## src/rtl/dmem_block_mover.sv

```systemverilog
// Memory-port initiator that performs block copy (memory->memory) or block fill
// (constant->memory) on the 2**AW x DW data memory while the CPU is held off the port.
module dmem_block_mover #(
    parameter int AW = 8,
    parameter int DW = 16,
    parameter int CW = AW + 1
) (
    input  logic          clk,
    input  logic          rst_n,
    input  logic          start,
    input  logic          mode,
    input  logic [AW-1:0] src_addr,
    input  logic [AW-1:0] dst_addr,
    input  logic [CW-1:0] length,
    input  logic [DW-1:0] fill_val,
    output logic          busy,
    output logic          done,
    output logic [AW-1:0] D_Addr,
    output logic          D_wr,
    output logic [DW-1:0] W_data,
    input  logic [DW-1:0] R_data
);

    typedef enum logic [2:0] {
        S_IDLE = 3'd0,
        S_RD   = 3'd1,
        S_WR   = 3'd2,
        S_FILL = 3'd3,
        S_FIN  = 3'd4
    } state_t;

    localparam logic [AW-1:0] PTR_ZERO  = {AW{1'b0}};
    localparam logic [AW-1:0] PTR_ONE   = {{(AW-1){1'b0}}, 1'b1};
    localparam logic [CW-1:0] LEN_ZERO  = {CW{1'b0}};
    localparam logic [CW-1:0] LEN_ONE   = {{(CW-1){1'b0}}, 1'b1};
    localparam logic [DW-1:0] DATA_ZERO = {DW{1'b0}};

    state_t        state_r;
    state_t        state_s;
    logic [AW-1:0] src_ptr_r;
    logic [AW-1:0] dst_ptr_r;
    logic [CW-1:0] remain_r;
    logic          desc_r;
    logic [DW-1:0] fill_r;
    logic [DW-1:0] hold_r;
    logic [CW-1:0] src_end_s;
    logic          desc_s;

    // Pointer advance; all address arithmetic wraps modulo the memory depth.
    function automatic logic [AW-1:0] step_ptr(input logic [AW-1:0] ptr, input logic down);
        if (down) begin
            step_ptr = ptr - PTR_ONE;
        end else begin
            step_ptr = ptr + PTR_ONE;
        end
    endfunction

    // A descending walk begins at the last word of the block, an ascending one at its base.
    function automatic logic [AW-1:0] first_ptr(input logic [AW-1:0] base,
                                                input logic [CW-1:0] len,
                                                input logic          down);
        if (down) begin
            first_ptr = base + len[AW-1:0] - PTR_ONE;
        end else begin
            first_ptr = base;
        end
    endfunction

    // Copy direction: walk backwards when the destination overlaps the tail of the source.
    always_comb begin
        src_end_s = CW'(src_addr) + length;
        desc_s    = 1'b0;
        if (!mode && (dst_addr > src_addr) && (CW'(dst_addr) < src_end_s)) begin
            desc_s = 1'b1;
        end else begin
            desc_s = 1'b0;
        end
    end

    // State register.
    always_ff @(posedge clk or negedge rst_n) begin
        if (!rst_n) begin
            state_r <= S_IDLE;
        end else begin
            state_r <= state_s;
        end
    end

    // Next-state logic.
    always_comb begin
        state_s = state_r;
        case (state_r)
            S_IDLE: begin
                if (!start) begin
                    state_s = S_IDLE;
                end else if (length == LEN_ZERO) begin
                    state_s = S_FIN;
                end else if (mode) begin
                    state_s = S_FILL;
                end else begin
                    state_s = S_RD;
                end
            end
            S_RD: begin
                state_s = S_WR;
            end
            S_WR: begin
                if (remain_r == LEN_ONE) begin
                    state_s = S_FIN;
                end else begin
                    state_s = S_RD;
                end
            end
            S_FILL: begin
                if (remain_r == LEN_ONE) begin
                    state_s = S_FIN;
                end else begin
                    state_s = S_FILL;
                end
            end
            S_FIN: begin
                state_s = S_IDLE;
            end
            default: begin
                state_s = S_IDLE;
            end
        endcase
    end

    // Transfer datapath: arguments latch only on an accepted start, pointers step per access.
    always_ff @(posedge clk or negedge rst_n) begin
        if (!rst_n) begin
            src_ptr_r <= PTR_ZERO;
            dst_ptr_r <= PTR_ZERO;
            remain_r  <= LEN_ZERO;
            desc_r    <= 1'b0;
            fill_r    <= DATA_ZERO;
            hold_r    <= DATA_ZERO;
        end else begin
            case (state_r)
                S_IDLE: begin
                    if (start) begin
                        src_ptr_r <= first_ptr(src_addr, length, desc_s);
                        dst_ptr_r <= first_ptr(dst_addr, length, desc_s);
                        remain_r  <= length;
                        desc_r    <= desc_s;
                        fill_r    <= fill_val;
                    end
                end
                S_RD: begin
                    hold_r    <= R_data;
                    src_ptr_r <= step_ptr(src_ptr_r, desc_r);
                end
                S_WR, S_FILL: begin
                    dst_ptr_r <= step_ptr(dst_ptr_r, desc_r);
                    remain_r  <= remain_r - LEN_ONE;
                end
                default: begin
                    hold_r <= hold_r;
                end
            endcase
        end
    end

    // Memory-port and status outputs decode purely from registered state, so reset clears them at once.
    always_comb begin
        busy   = 1'b0;
        done   = 1'b0;
        D_wr   = 1'b0;
        D_Addr = PTR_ZERO;
        W_data = DATA_ZERO;
        case (state_r)
            S_RD: begin
                busy   = 1'b1;
                D_Addr = src_ptr_r;
            end
            S_WR: begin
                busy   = 1'b1;
                D_wr   = 1'b1;
                D_Addr = dst_ptr_r;
                W_data = hold_r;
            end
            S_FILL: begin
                busy   = 1'b1;
                D_wr   = 1'b1;
                D_Addr = dst_ptr_r;
                W_data = fill_r;
            end
            S_FIN: begin
                done = 1'b1;
            end
            default: begin
                busy = 1'b0;
            end
        endcase
    end

endmodule

```

## config.mk

```make
export PLATFORM = sky130hd
export DESIGN_NAME = dmem_block_mover
export DESIGN_NICKNAME = d
export VERILOG_FILES = /design/src/rtl/dmem_block_mover.sv
export SDC_FILE = /design/constraint.sdc
export NUM_CORES = 1
export LEC_CHECK = 0
export CORE_MARGIN = 1
export CORE_UTILIZATION = 30
export DETAILED_ROUTE_END_ITERATION = 12
export MAX_ROUTING_LAYER = met4
export PLACE_DENSITY = 0.64
export SLEW_MARGIN = 10
export SYNTH_ARGS = -nofsm -noshare
export SYNTH_HDL_FRONTEND = slang
export SYNTH_SLANG_ARGS = --single-unit
```

## constraint.sdc

```tcl
create_clock -name clk -period 2.65 [get_ports clk]
set_clock_uncertainty 0.2 [all_clocks]
set_input_delay 0.6625 -clock clk [delete_from_list [all_inputs] [get_ports clk]]
set_output_delay 0.6625 -clock clk [all_outputs]
set_load 0.03 [all_outputs]
```

==> results by group, run 1 <==
Layout
  • Most common cell after layout, fill and taps aside: buf_4
  • Register area: 1530 um^2
  • Layout fillers: 1577
  • N_diodes: 0
  • Most frequent cells in the layout: buf_4, nand2_1, dfrtp_1
  • Nets@finish: 924
  • Multi-input logic area: 3510 um^2
  • P&R area growth vs syn: 51.1%
  • Layout cell share with drive strength beyond 1: 28.7%

Placed design
  • I/O Buffers: 87
  • Pre-CTS setup slack: -1550 ps
  • Global placement routability congestion: 0.918
  • Hpwl dp: 11.2 mm

Route
  • Vias per std cell: 4.81
  • Wire per inst: 14.8 um
  • Drt pass-1 iters: 4
  • Routed WL: 15.1 mm
  • Post-route ant nets: 0
  • Routed via count: 4910
  • Drc violations: 0
  • 1st-iter DRT viols: 262

Critical path
  • CP Data Arrival Time: 3390 ps
  • Crit start category: input pin
  • Critical path peak fanout: 5
  • WP data required: 2660 ps
  • Crit Path Category: input pin to flip-flop
  • Critical path endpoint category: flip-flop

STA
  • RSZ-0062 raised after global routing: yes
  • Fin crit period: 3380 ps
  • Slew @ Worst Pin: 645 ps
  • Max Slew Vio Count: 0
  • Final setup violation count: 17
  • Worst rel slew slack: 56.9%
  • Hold Fails Final Rpt: 0
  • Final hold slack: 102 ps
  • PnR worst setup slack: -726 ps
  • Fmax: 0.296 GHz
  • Final period util: 127%

Clocking
  • Clock root buffer: clkbuf_16
  • Clock Path Buffers: 2
  • Latest clock arrival within the worst-skew pair: 330 ps
  • CTS buffer count: 9
  • CTS tree: yes
  • Clock slew at reported path FFs: 50 ps
  • Sink Count: 61
  • Post-CTS Hold Fix Bufs: 0
  • H-tree depth: 3

Synth
  • Post-synth EDFFs: 0
  • Prevailing post-synth register cell: dfrtp_1
  • Seq/Total Area, Yosys: 30.2%
  • Mapped Cells: 610
  • Synth unique cells: 59
  • Ys async rst share: 100%
  • Register bit total from synthesis: 61
  • Syn. warnings: 0
  • Synthesized cell area: 5060 um^2
  • Syn nets: 739
  • Syn avg cell area: 8.30 um^2

Floorplanning
  • Die height: 132 um
  • DIE WIDTH: 132 um
  • Row count: 47
  • Initial Util: 30.6%
  • # IOs: 88
  • Core area: 16500 um^2
  • Die area: 17400 um^2

Hold path
  • Hold Crit Class: input pin to async pin

Global route
  • Grt ovf: 0
  • Largest net degree at the start of global routing: 35
  • Global router's overall resource usage: 18.5%
  • First-pass GRT wire length: 24.9 mm
  • Antenna violations before repair: 0
  • Vias in the first global route: 5100

Flow run
  • Max cap viols: 0

Status
  • Failing checks: setup timing
  • Status: finished with violations

Power and ir drop
  • VDD IR max: 0.368 mV
  • Leak: 3.81 nW
  • Pwr dens: 1060 nW/um^2
[synth_stat cells, types with 3 or more instances]
master / instances / area [um^2]
a21o_1: 8 / 60.1
mux2i_1: 27 / 270
xnor2_1: 16 / 140
o21ai_0: 35 / 175
nand2b_1: 16 / 100
o221ai_1: 6 / 52.6
fa_1: 5 / 100
nand2_1: 114 / 428
nand3_1: 4 / 20.0
buf_1: 4 / 15.0
clkbuf_1: 15 / 56.3
xor2_1: 8 / 70.1
nor3_1: 11 / 55.1
inv_1: 62 / 233
a22o_1: 5 / 43.8
or3_1: 3 / 18.8
o22ai_1: 5 / 31.3
ha_1: 63 / 788
o21a_1: 5 / 37.5
nor2b_1: 4 / 25.0
a211oi_1: 4 / 30.0
nor2_1: 49 / 184
o211ai_1: 3 / 22.5
nand4_1: 3 / 18.8
a21oi_1: 24 / 120
a311oi_1: 3 / 26.3
dfrtp_1: 61 / 1530
a22oi_1: 3 / 22.5
[through the flow]
step | power [mW] | instance area [um^2] | setup TNS [ps] | cells | util [%]
4_1_cts | 8.00 | 7530 | -11860 | 1017 | 45.6
3_3_place_gp | 6.41 | 6850 | -23020 | 986 | 41.4
2_1_floorplan | 4.84 | 5110 | -11710 | 610 | -
3_5_place_dp | 6.47 | 6850 | -24990 | 986 | 41.4
6_report | 8.09 | 7650 | -11360 | 1020 | 46.3
5_1_grt | 8.72 | 7650 | -14240 | 1020 | 46.3
[layout make-up]
cell class	count	share of cell area, %
multi-input combinational	464	45.8
timing repair buffer	197	23.0
sequential	61	20.0
tap	220	3.60
clock buffer	12	3.48
inverter	62	3.11
clock inverter	4	1.01
[sequential cells by signal (all words and copies together), names as in the netlist]
| name | flops |
|---|---|
| dst_ptr_r | 8 |
| src_ptr_r | 8 |
| fill_r | 16 |
| desc_r | 1 |
| remain_r | 9 |
| hold_r | 16 |
| state_r | 3 |
[worst max-delay path, cell delays in order]
cell      delay, ps
buf_6            80
ha_4            140
inv_2            40
fa_2            380
nand2b_4        170
a21oi_4         170
nor2_2           50
xnor2_1         120
ha_2            180
or3_1           350
a221oi_2        160
o21ai_1         110
o211ai_2        120
nand2_4         110
buf_12          150
buf_16          130
mux2i_1         160
a21oi_1          80
[routing by layer]
| layer | wire [um] | GRT usage [%] | up-vias | share of wire, % |
|---|---|---|---|---|
| li1 | - | - | 2460 | - |
| met4 | 243 | 5.62 | 0 | 1.6 |
| met1 | 6850 | 23.1 | 2326 | 45 |
| met3 | 621 | 2.81 | 16 | 4.1 |
| met2 | 7350 | 30.6 | 108 | 49 |
| met5 | 0 | - | - | 0 |
[power breakdown]
part | switching, mW | internal, mW | total (mW)
sequential | 0.325 | 1.39 | 1.72
combinational | 2.81 | 2.24 | 5.04
clock | 0.425 | 0.904 | 1.33
[final timing paths]
check / start / endpoint / slack, ps / cells after the start
worst max-delay path: src_addr[0] / src_ptr_r[4]$_DFFE_PN0P_ / -730 / 18
worst min-delay path: rst_n / fill_r[15]$_DFFE_PN0P_ / 100 / 1
worst max register to register: desc_r$_DFFE_PN0P_ / src_ptr_r[7]$_DFFE_PN0P_ / 140 / 8
worst min register to register: hold_r[5]$_DFFE_PN0P_ / hold_r[5]$_DFFE_PN0P_ / 270 / 2
max in group asynchronous: rst_n / fill_r[0]$_DFFE_PN0P_ / 1590 / 2
min in group clk: hold_r[5]$_DFFE_PN0P_ / hold_r[5]$_DFFE_PN0P_ / 270 / 2
[kinds of logic after synthesis]
family                   synth area share (%)
AND/OR/NAND/NOR                          18.6
adder cells (fa/ha/maj)                  17.6
XOR/XNOR                                 4.15
multiplexers                             5.64
AO/OA/AOI/OAI                            17.3
flip-flops                               30.2
buffers and inverters                    6.65
[what timing repair did]
action | 4_1_cts | 5_1_grt
setup buffers | 12 | 4
pin swaps | 22 | 26
cloned | 3 | 0
setup endpoints to repair | 26 | 23
resized for setup | 86 | 29
No activity file was read; power rests on OpenSTA's default activity.
==> run 2, diff against run 1 <==
- SKIP_LAST_GASP: unset -> 1
==> run 2 against run 1 <==
- the run still ends with setup timing left
- hold slack better by 1.1 ps
- core utilization unchanged
- total power about the same
- critical path depth unchanged
- cell count unchanged
- first-iteration DRC count up 8.4%
- setup slack worse by 0.51 ps
- global-route usage about the same
- register-to-register slack about the same
- flip-flop and latch count unchanged
- sequential power about the same
- combinational power about the same
==> results by group, run 2 (synthesized netlist as in run 1, its figures left out) <==
Floorplanning
  • Die height: 132 um
  • Core area: 16500 um^2
  • Die area: 17400 um^2
  • # IOs: 88
  • DIE WIDTH: 132 um
  • Initial Util: 30.6%
  • Row count: 47

Route
  • Routed via count: 4924
  • Drt pass-1 iters: 4
  • Drc violations: 0
  • Post-route ant nets: 0
  • Routed WL: 15.1 mm
  • Wire per inst: 14.8 um
  • Vias per std cell: 4.83
  • 1st-iter DRT viols: 284

Clocking
  • H-tree depth: 3
  • Post-CTS Hold Fix Bufs: 0
  • CTS buffer count: 9
  • Sink Count: 61
  • Clock root buffer: clkbuf_16
  • Latest clock arrival within the worst-skew pair: 330 ps
  • Clock slew at reported path FFs: 50 ps
  • CTS tree: yes
  • Clock Path Buffers: 2

Placed design
  • Hpwl dp: 11.2 mm
  • I/O Buffers: 87
  • Dpl cells: 986
  • Global placement routability congestion: 0.918
  • Pre-CTS setup slack: -1550 ps

Critical path
  • WP data required: 2660 ps
  • Worst r2r src: desc_r$_DFFE_PN0P_
  • Reg2reg end: src_ptr_r[7]$_DFFE_PN0P_
  • Critical-path cell list: buf_6 -> ha_4 -> inv_2 -> fa_2 -> nand2b_4 -> a21oi_4 -> nor2_2 -> xnor2_1 -> ha_2 -> or3_1 -> a221oi_2 -> o21ai_1 -> o211ai_2 -> nand2_4 -> buf_12 -> buf_16 -> mux2i_1 -> a21oi_1
  • Crit path from: src_addr[0]
  • CP Data Arrival Time: 3390 ps
  • Crit start category: input pin
  • Reg2reg setup slack: 130 ps
  • CP max stage cell: fa_2
  • Worst stage delay on the critical path: 380 ps
  • Crit Path Category: input pin to flip-flop
  • R2R cell count: 8
  • Critical path endpoint category: flip-flop
  • Critical path peak fanout: 5

STA
  • Final period util: 127%
  • RSZ-0062 raised after global routing: yes
  • Fmax: 0.296 GHz
  • Max Slew Vio Count: 0
  • PnR worst setup slack: -726 ps
  • Hold Fails Final Rpt: 0
  • Final setup violation count: 17
  • Slew @ Worst Pin: 643 ps
  • Final hold slack: 103 ps
  • Worst rel slew slack: 57.0%
  • Fin crit period: 3380 ps

Layout
  • Layout cell share with drive strength beyond 1: 28.7%
  • Final std cells w/o fill: 1020
  • Most common cell after layout, fill and taps aside: buf_4
  • Layout fillers: 1577
  • Most frequent cells in the layout: buf_4, nand2_1, dfrtp_1
  • N_diodes: 0
  • P&R area growth vs syn: 51.1%
  • Nets@finish: 924
  • Top flop regs: fill_r x16, hold_r x16, remain_r x9

Global route
  • Largest net degree at the start of global routing: 35
  • Antenna violations before repair: 0
  • First-pass GRT wire length: 24.9 mm
  • Grt ovf: 0
  • Vias in the first global route: 5096
  • Global router's overall resource usage: 18.4%

Hold path
  • Hold Crit Class: input pin to async pin

Power and ir drop
  • Leak: 3.81 nW
  • VDD IR max: 0.367 mV
  • Tot Pwr: 8.09 mW
  • Pwr dens: 1060 nW/um^2

Status
  • Failing checks: setup timing
  • Status: finished with violations

Flow run
  • Max cap viols: 0
-- run 2: cell counts in the layout (fill, tap and decap cells not counted) --
No cell type changed its count.
-- run 2: metrics by stage --
step	area (um^2)	setup TNS, ps	util (%)
floorplan	5110	-11710	-
global placement	6850	-23020	41.4
detailed placement	6850	-24990	41.4
CTS	7520	-11880	45.5
global route	7650	-14240	46.3
finish	7650	-11340	46.3
-- run 2: area by class of cell --
class	instances	area, um^2	share of cell area (%)
multi-input combinational	464	3510	45.8
timing repair buffer	197	1760	23.0
sequential	61	1530	20.0
tap	220	275	3.60
clock buffer	12	267	3.48
inverter	62	238	3.11
clock inverter	4	77.6	1.01
-- run 2: where the power goes --
| group | switching (mW) | total (mW) | internal [mW] |
|---|---|---|---|
| clock | 0.425 | 1.33 | 0.904 |
| combinational | 2.80 | 5.04 | 2.24 |
| sequential | 0.325 | 1.72 | 1.39 |
-- run 2: worst max path at each step --
stage	to	slack (ps)	depth (start not counted)
after floorplan	src_ptr_r[2]$_DFFE_PN0P_	-790	16
after global placement	src_ptr_r[2]$_DFFE_PN0P_	-1450	17
after detailed placement	src_ptr_r[2]$_DFFE_PN0P_	-1550	17
after CTS	dst_ptr_r[5]$_DFFE_PN0P_	-770	20
after global routing	dst_ptr_r[4]$_DFFE_PN0P_	-910	19
final	src_ptr_r[4]$_DFFE_PN0P_	-730	18
-- run 2: critical path: cells and delay by family --
| family | cells | cell delay (ps) |
|---|---|---|
| AND/OR/NAND/NOR | 4 | 680 |
| XOR/XNOR | 1 | 120 |
| AO/OA/AOI/OAI | 5 | 640 |
| multiplexers | 1 | 160 |
| buffers and inverters | 4 | 400 |
| adder cells (fa/ha/maj) | 3 | 700 |
-- run 2: repair_timing --
action | CTS | global route
pin swaps | 22 | 26
setup buffers | 12 | 4
gates resized for setup | 85 | 30
setup endpoints to repair | 26 | 24
gates cloned | 3 | 0
-- run 2: per-layer routing --
layer  vias up  global-route usage (%)  part of all wire [%]
met5         -                       -                     0
met4         0                    5.62                   1.6
met3        16                    2.81                   3.8
met2       113                    30.6                    49
met1      2334                    23.0                    46
li1       2461                       -                     -
==> run 3, diff against run 2 <==
- ABC_AREA: unset -> 1
- SKIP_LAST_GASP: 1 -> unset
==> run 3 against run 2 <==
- the flow still finishes with violations (setup timing)
- setup slack improved by 420 ps
- clock power decreased by 5%
- core utilization increased by 0.84 points
- sequential power up 2%
- critical path depth is 1 higher
- critical path type unchanged
- critical endpoint is now dst_ptr_r[2]$_DFFE_PN0P_
- largest power group unchanged
==> results by group, run 3 <==
STA
  • PnR worst setup slack: -304 ps
  • RSZ-0062 raised after global routing: yes
  • Total negative setup slack: -4490 ps
  • Worst rel slew slack: 69.9%
  • Hold Fails Final Rpt: 0
  • Fin crit period: 2950 ps
  • Slew @ Worst Pin: 446 ps
  • Final setup violation count: 17
  • Final period util: 111%
  • Fmax: 0.339 GHz
  • Max Slew Vio Count: 0

Synth
  • Synthesized cell area: 5180 um^2
  • Area leader, netlist: dfrtp_1
  • Syn. warnings: 0
  • Mapped Cells: 721
  • Prevailing post-synth register cell: dfrtp_1
  • Post-synth EDFFs: 0
  • Most common cell in the netlist: nand2_1
  • Synth top cells by count: nand2_1, inv_1, ha_1
  • Share of the synthesized area in the top cell type: 29.5%
  • Syn nets: 850
  • Seq/Total Area, Yosys: 29.5%
  • Syn avg cell area: 7.19 um^2
  • Synth unique cells: 39
  • Ys async rst share: 100%
  • Main area contributors after synthesis: dfrtp_1, nand2_1, ha_1
  • Register bit total from synthesis: 61

Route
  • Post-route ant nets: 0
  • Routed WL: 15.9 mm
  • 1st-iter DRT viols: 273
  • Drc violations: 0
  • Routed via count: 5289
  • Vias per std cell: 4.67
  • Wire per inst: 14.1 um
  • Drt pass-1 iters: 5

Power and ir drop
  • Tot Pwr: 7.87 mW
  • Leak: 4.05 nW
  • VDD IR max: 0.453 mV
  • Pwr dens: 999 nW/um^2

Global route
  • First-pass GRT wire length: 26.0 mm
  • Grt ovf: 0
  • Largest net degree at the start of global routing: 32
  • Global router's overall resource usage: 18.9%
  • Antenna violations before repair: 0
  • Vias in the first global route: 5211

Layout
  • Multi-input logic area: 3700 um^2
  • Most frequent cells in the layout: nand2_1, buf_4, inv_1
  • N_diodes: 0
  • Most common cell after layout, fill and taps aside: nand2_1
  • Register area: 1530 um^2
  • Layout fillers: 1599
  • P&R area growth vs syn: 51.9%
  • Top flop regs: fill_r x16, hold_r x16, remain_r x9
  • Fin util: 47.1%
  • Design area: 7870 um^2
  • Nets@finish: 1036
  • Layout cell share with drive strength beyond 1: 28.6%

Floorplanning
  • Row count: 47
  • Die height: 133 um
  • DIE WIDTH: 133 um
  • Core area: 16700 um^2
  • Initial Util: 31.0%
  • # IOs: 88
  • Die area: 17800 um^2

Critical path
  • Critical path peak fanout: 7
  • CP Data Arrival Time: 2970 ps
  • CP top delay family: simple AND/OR/NAND/NOR gates
  • Worst stage delay on the critical path: 410 ps
  • Most common cell on crit path: nand2_1
  • Crit Path Category: input pin to flip-flop
  • Crit start category: input pin
  • WP data required: 2670 ps
  • R2R cell count: 8
  • Critical-path cell list: buf_8 -> ha_4 -> inv_2 -> fa_2 -> o21ai_4 -> xor2_1 -> ha_1 -> and3_1 -> nand2_1 -> nand2_1 -> nand2_1 -> nand2_1 -> nand2_1 -> nand2_2 -> nand2_8 -> buf_12 -> nand3_1 -> nand3_1 -> a21oi_1
  • CP bufs+invs: 3
  • Critical path endpoint category: flip-flop
  • Cell depth of the worst setup path: 19
  • CP max stage cell: fa_2

Placed design
  • I/O Buffers: 87
  • Dpl cell area: 6910 um^2
  • Hpwl dp: 12.1 mm
  • Global placement routability congestion: 0.899

Clocking
  • Latest clock arrival within the worst-skew pair: 330 ps
  • CTS tree: yes
  • CTS buffer count: 9
  • Sink Count: 61
  • Post-CTS Hold Fix Bufs: 0
  • H-tree depth: 3
  • Clock slew at reported path FFs: 60 ps
  • Clock root buffer: clkbuf_16
  • Clock Path Buffers: 2

Flow run
  • Max cap viols: 0

Status
  • Failing checks: setup timing
  • Status: finished with violations

Hold path
  • Hold Crit Class: input pin to async pin
==> run 3: worst paths after layout <==
path                                             start                  endpoint  slack, ps
worst max-delay path                         length[0]  dst_ptr_r[2]$_DFFE_PN0P_       -300
worst min register to register  hold_r[10]$_DFFE_PN0P_    hold_r[10]$_DFFE_PN0P_        270
max in group asynchronous                        rst_n   remain_r[4]$_DFFE_PN0P_       1590
worst min-delay path                             rst_n    hold_r[15]$_DFFE_PN0P_         60
min in group clk                hold_r[10]$_DFFE_PN0P_    hold_r[10]$_DFFE_PN0P_        270
worst max register to register      desc_r$_DFFE_PN0P_  src_ptr_r[7]$_DFFE_PN0P_        260
==> run 3: repair_timing <==
action	4_1_cts	5_1_grt
buffers inserted	13	5
endpoints found under the setup margin	33	34
pin swaps	55	32
gates resized for setup	124	38
gates cloned	1	2
==> run 3: logic make-up (layout without fill, tap and decap cells) <==
kind of cell / after synthesis / after routing / synth area share [%]
compound gates: 97 / 97 / 11.8
xor+xnor: 29 / 29 / 4.90
fa+ha+maj: 68 / 68 / 17.1
buf+inv: 124 / 313 / 9.39
flops: 61 / 61 / 29.5
simple gates: 342 / 344 / 27.3
==> run 3: per-stage QoR <==
| step | setup slack (ps) | hold WS, ps | std cells |
|---|---|---|---|
| after global routing | -418 | 77.8 | 1132 |
| after floorplan | -370 | 167 | 721 |
| after global placement | -1020 | 255 | 1099 |
| final | -304 | 59.3 | 1132 |
| after detailed placement | -1100 | 259 | 1099 |
| after CTS | -295 | 62.3 | 1127 |
==> run 3: final cells by class <==
cell class              instances  area share (%)
flip-flops and latches         61            19.4
repair buffers                193            20.9
well taps                     220            3.50
clock inverters                 5            1.03
inverters                     104            5.13
clock buffers                  11            3.08
multi-input cells             538            47.0
==> run 3: routing by layer <==
layer | share of wire (%) | GRT usage [%] | routed length, um
met5 | 0 | - | 0
met4 | 2.4 | 6.88 | 384
met3 | 3.3 | 2.55 | 526
met2 | 46 | 29.6 | 7380
met1 | 48 | 24.9 | 7630
==> run 3: power breakdown <==
group / total (mW) / switching, mW / internal, mW
clock: 1.27 / 0.418 / 0.849
combinational: 4.84 / 2.92 / 1.92
sequential: 1.76 / 0.360 / 1.40
==> run 3: worst reg2reg max path, stage by stage, from the launching register on <==
cell	delay (ps)
dfrtp_1	480
buf_4	220
buf_4	150
ha_1	340
a21oi_1	90
o311ai_0	400
a21oi_1	110
o21ai_0	150
nand3_1	120
